===== config.mk =====
export PLATFORM = sky130hd
export DESIGN_NAME = pe_ram_responder
export DESIGN_NICKNAME = d
export VERILOG_FILES = /design/src/rtl/pe_ram_responder.sv
export SDC_FILE = /design/constraint.sdc
export NUM_CORES = 2
export LEC_CHECK = 0
export ABC_CLOCK_PERIOD_IN_PS = 9600
export CAP_MARGIN = 20
export CORE_ASPECT_RATIO = 0.6
export CORE_MARGIN = 4
export CORE_UTILIZATION = 25
export DETAILED_ROUTE_END_ITERATION = 10
export PLACE_DENSITY = 0.48
export SLEW_MARGIN = 30
export SYNTH_ARGS = -nofsm -noshare
export SYNTH_HDL_FRONTEND = slang
export SYNTH_SLANG_ARGS = --single-unit

===== constraint.sdc =====
create_clock -name clk -period 9.6 [get_ports clk]
set_input_delay 0.96 -clock clk [delete_from_list [all_inputs] [get_ports clk]]
set_output_delay 0.96 -clock clk [all_outputs]
set_load 0.02 [all_outputs]

===== src/rtl/pe_ram_responder.sv =====
// Shared word RAM behind a round-robin arbiter. At most one PE request is served per cycle.
// The response (valid strobe, read data, range error) is registered one cycle after the grant.
module pe_ram_responder #(
  parameter int RAM_SIZE = 128,
  parameter int PE_COUNT = 4
) (
  input  logic                  clk,
  input  logic                  rst_n,
  input  logic [PE_COUNT-1:0]   req_valid,
  input  logic [PE_COUNT-1:0]   req_we,
  input  logic [PE_COUNT*32-1:0] req_addr,
  input  logic [PE_COUNT*32-1:0] req_wdata,
  output logic [PE_COUNT-1:0]   req_ready,
  output logic [PE_COUNT-1:0]   rsp_valid,
  output logic [31:0]           rsp_rdata,
  output logic                  rsp_err
);

  localparam int PTR_W = (PE_COUNT > 1) ? $clog2(PE_COUNT) : 1;
  localparam int AW    = (RAM_SIZE > 1) ? $clog2(RAM_SIZE) : 1;

  logic [31:0]         ram [RAM_SIZE];
  logic [PTR_W-1:0]    rr_ptr;
  logic [PTR_W-1:0]    grant_idx;
  logic [PTR_W-1:0]    next_ptr;
  logic                grant_found;
  logic                grant_ok;
  logic [PE_COUNT-1:0] grant_vec;
  int                  scan_idx;
  logic                sel_we;
  logic [31:0]         sel_addr;
  logic [31:0]         sel_wdata;
  logic                in_range;
  logic [AW-1:0]       ram_idx;
  logic                wr_en;

  // Scan from rr_ptr upward (wrapping) and take the first valid requester.
  always_comb begin
    grant_found = 1'b0;
    grant_idx   = '0;
    scan_idx    = 0;
    for (int k = 0; k < PE_COUNT; k++) begin
      scan_idx = int'(rr_ptr) + k;
      if (scan_idx >= PE_COUNT) scan_idx = scan_idx - PE_COUNT;
      if (!grant_found && req_valid[PTR_W'(scan_idx)]) begin
        grant_found = 1'b1;
        grant_idx   = PTR_W'(scan_idx);
      end
    end
  end

  always_comb begin
    sel_we    = 1'b0;
    sel_addr  = '0;
    sel_wdata = '0;
    grant_vec = '0;
    for (int i = 0; i < PE_COUNT; i++) begin
      if (PTR_W'(i) == grant_idx) begin
        sel_we    = req_we[i];
        sel_addr  = req_addr[32*i +: 32];
        sel_wdata = req_wdata[32*i +: 32];
        grant_vec[i] = grant_found;
      end
    end
  end

  // Every address bit takes part in the range check, so large addresses never alias into the RAM.
  assign in_range  = (sel_addr < 32'(RAM_SIZE));
  assign ram_idx   = sel_addr[AW-1:0];
  assign grant_ok  = grant_found && rst_n;
  assign wr_en     = grant_ok && sel_we && in_range;
  assign req_ready = rst_n ? grant_vec : '0;
  assign next_ptr  = (grant_idx == PTR_W'(PE_COUNT - 1)) ? '0 : grant_idx + 1'b1;

  always_ff @(posedge clk) begin
    if (wr_en) ram[ram_idx] <= sel_wdata;
  end

  // The read samples the pre-edge RAM word, so a same-edge write is never visible here.
  always_ff @(posedge clk or negedge rst_n) begin
    if (!rst_n) begin
      rr_ptr    <= '0;
      rsp_valid <= '0;
      rsp_rdata <= '0;
      rsp_err   <= 1'b0;
    end else begin
      if (grant_ok) rr_ptr <= next_ptr;
      rsp_valid <= grant_vec;
      rsp_err   <= grant_found && !in_range;
      rsp_rdata <= (grant_found && !sel_we && in_range) ? ram[ram_idx] : '0;
    end
  end

endmodule

==> impl_metrics.env <==
export IMPL_cp_required_ns=10.43
export IMPL_multi_input_area_um2=27530
export IMPL_postSynthCellCount=8836
export IMPL_synth_lib_cells_used_distinct=56
export IMPL_nFillCells=59110
export IMPL_grt_overflow=0
export IMPL_drc=0
export IMPL_htreeDepth=5
export IMPL_clk_root_buffer_cell="clkbuf_16"
export IMPL_port_buffers=306
export IMPL_fin_area_um2=182100
export IMPL_slew_headroom_pct=17.43
export IMPL_grt_max_degree=142
export IMPL_grt_util_all_layers_pct=17.11
export IMPL_async_flop_share_pct=0.9432
export IMPL_finalNetCount=9739
export IMPL_numCtsBuffers=370
export IMPL_status="complete, no violations"
export IMPL_dpl_cell_area_um2=170000
export IMPL_fin_total_pwr_mw=59.31
export IMPL_fin_ws_ns=2.444
export IMPL_grt_pass1_wl_um=753600
export IMPL_worstMarginPinSlew_ns=1.239
export IMPL_hpwlAfterDp_um=342100
export IMPL_final_setup_tns_ns=0
export IMPL_ctsResizeCount=0
export IMPL_yosysMostFrequentCell="edfxtp_1"
export IMPL_power_density_nw_per_um2=325.6
export IMPL_crit_family="compound AO/OA/AOI/OAI gates"
export IMPL_cts_num_sinks=4135
export IMPL_pin_count=307
export IMPL_netlist_area_leader_share_pct=81.07
export IMPL_clk_latency_ns=0.99
export IMPL_die_y_um=611.4
export IMPL_crit_top_cell="buf_4"
export IMPL_ys_seq_elements=4135
export IMPL_ys_top_cells_by_area="edfxtp_1 81%, o22ai_1 5.2%, nand2_1 2.2%"
export IMPL_finalHoldViolCount=0
export IMPL_synth_edf_count=4096
export IMPL_r2r_start="rr_ptr[1]$_DFFE_PN0P_"
export IMPL_slew_viol_final=0
export IMPL_ys_seq_area_share_pct=81.72
export IMPL_wire_per_inst_um=31.16
export IMPL_whs_ns=0.2343
export IMPL_hold_class="input port to async pin"
export IMPL_initial_core_util_pct=25.11
export IMPL_skew_ns=0.07010
export IMPL_worstPathMaxFanout=63
export IMPL_vias_per_cell=5.179
export IMPL_path_depth=15
export IMPL_critPathBufInv=3
export IMPL_grt_antenna_before_repair=37
export IMPL_drt_initial_drc_count=14090
export IMPL_cp_end_kind="register"
export IMPL_clockBufferDepth=4
export IMPL_path_clk_slew_ns=0.07
export IMPL_wl_um=555300
export IMPL_holdBufCountCts=0
export IMPL_firstDrtPassIters=6
export IMPL_yosysWarnings=0
export IMPL_ys_flop_type="edfxtp_1"
export IMPL_r2r_end="rsp_rdata[22]$_DFF_PN0_"
export IMPL_synthTopCellsByCount="4,096 x edfxtp_1, 1,266 x o22ai_1, 875 x nand2_1"
export IMPL_max_freq_mhz=139.7
export IMPL_grt_pass1_vias=84840
export IMPL_max_cap_viol_count=0
export IMPL_start_kind="register"
export IMPL_setup_viol=0
export IMPL_dpl_worst_slack_ns=1.672
export IMPL_r2r_slack_ns=2.44
export IMPL_crit_path_cell_trace="mux2i_1, nor2_1, nor3_1, ha_4, nor2b_1, a311o_2, buf_12, buf_4, nand2_1, nand3_1, nand4_1, a2111oi_1, buf_4, o21ai_0, nor4_1"
export IMPL_synth_top_area_cell="edfxtp_1"
export IMPL_cts_tree="built"
export IMPL_netlist_area_um2=151700
export IMPL_synth_nets=9106
export IMPL_rsz0062_at_grt="no"
export IMPL_syn_mean_instance_area_um2=17.17
export IMPL_fp_row_count=221
export IMPL_place_gp_congestion=0.8293
export IMPL_final_antenna_net_count=0
export IMPL_vdd_drop_max_mv=0.3438
export IMPL_crit_slowest_cell="a2111oi_1"
export IMPL_die_w_um=1014
export IMPL_area_delta_synth_final_pct=20.06
export IMPL_worst_ep_arrival_time_ns=7.99
export IMPL_reg2reg_depth=15
export IMPL_worstSetupPathType="register to register"
export IMPL_drive_gt1_share_pct=14.38
export IMPL_post_cts_buffers=0
export IMPL_final_seq_area_um2=124000
export IMPL_power_leakage_nw=55.38
export IMPL_die_area_um2=619800
export IMPL_cp_slowest_stage_delay_ns=0.96
export IMPL_via_count=92290
export IMPL_period_share_pct=74.54
export IMPL_final_min_clock_period_ns=7.156
export IMPL_core_area_um2=604200
==> layer usage <==
metal / up-vias / routed length, µm / part of all wire [%] / track usage, %
met3: 503 / 62710 / 11 / 4.658
met1: 48920 / 262200 / 47 / 27.50
met5: - / 83 / 0.015 / 0
met2: 4945 / 220700 / 40 / 22.91
li1: 37920 / - / - / -
met4: 12 / 9627 / 1.7 / 2.742
==> placed cells by master (no fill, tap or decap), types with 66 or more instances in the layout <==
| cell type | n |
|---|---|
| o31ai_1 | 66 |
| o22a_1 | 152 |
| edfxtp_1 | 4096 |
| mux2i_1 | 158 |
| clkdlybuf4s50_1 | 305 |
| clkbuf_16 | 375 |
| buf_4 | 433 |
| o221ai_1 | 99 |
| buf_12 | 78 |
| a31oi_1 | 100 |
| clkinv_1 | 79 |
| nand3_1 | 318 |
| clkbuf_1 | 75 |
| a32oi_1 | 93 |
| o41ai_1 | 224 |
| o22ai_1 | 1266 |
| clkinv_2 | 69 |
| nor2_4 | 134 |
| nand2_1 | 864 |
==> how the worst max path moves through the flow <==
stage	startpoint	end	slack, ns
after floorplan	req_valid[2]	ram[0][10]$_DFFE_PP_	0.62
after global placement	req_valid[0]	rsp_rdata[9]$_DFF_PN0_	0.60
after detailed placement	req_valid[0]	rsp_rdata[22]$_DFF_PN0_	1.67
after CTS	rr_ptr[1]$_DFFE_PN0P_	rsp_rdata[22]$_DFF_PN0_	2.57
after global routing	rr_ptr[1]$_DFFE_PN0P_	rsp_rdata[22]$_DFF_PN0_	2.23
final	rr_ptr[1]$_DFFE_PN0P_	rsp_rdata[22]$_DFF_PN0_	2.44
==> registers in the layout, summed over array words and instances (netlist names) <==
signal and cells:
ram 4096, rr_ptr 2, rsp_valid 4, rsp_rdata 32, rsp_err 1
==> layout make-up <==
cell class	instances	share of cell area, %
diodes	17	0.02336
inverters	4	0.008243
clock inverters	221	1.103
multi-input cells	4101	15.11
flip-flops and latches	4135	68.06
well taps	8028	5.515
clock buffers	458	5.367
repair buffers	857	4.806
==> cell families after synthesis <==
kind of cell	share of synthesized area [%]
flip-flops	81.72
AO/OA/AOI/OAI	11.04
AND/OR/NAND/NOR	4.421
buffers and inverters	1.740
multiplexers	1.050
adder cells (fa/ha/maj)	0.03299
==> power by group <==
group / internal (mW) / leakage [nW] / total, mW / switching, mW
clock network: 7.97 / 5.74 / 15.0 / 6.99
registers: 22.7 / 37.8 / 22.8 / 0.139
logic: 5.32 / 11.9 / 21.5 / 16.2
total: 36.0 / 55.4 / 59.3 / 23.3
==> per-stage QoR <==
stage	util [%]	std cells
after floorplan	-	8836
after global placement	27.93	17080
after detailed placement	28.13	17120
after CTS	30.08	17800
after global routing	30.14	17810
final	30.15	17820
No activity file was read; power rests on OpenSTA's default activity.
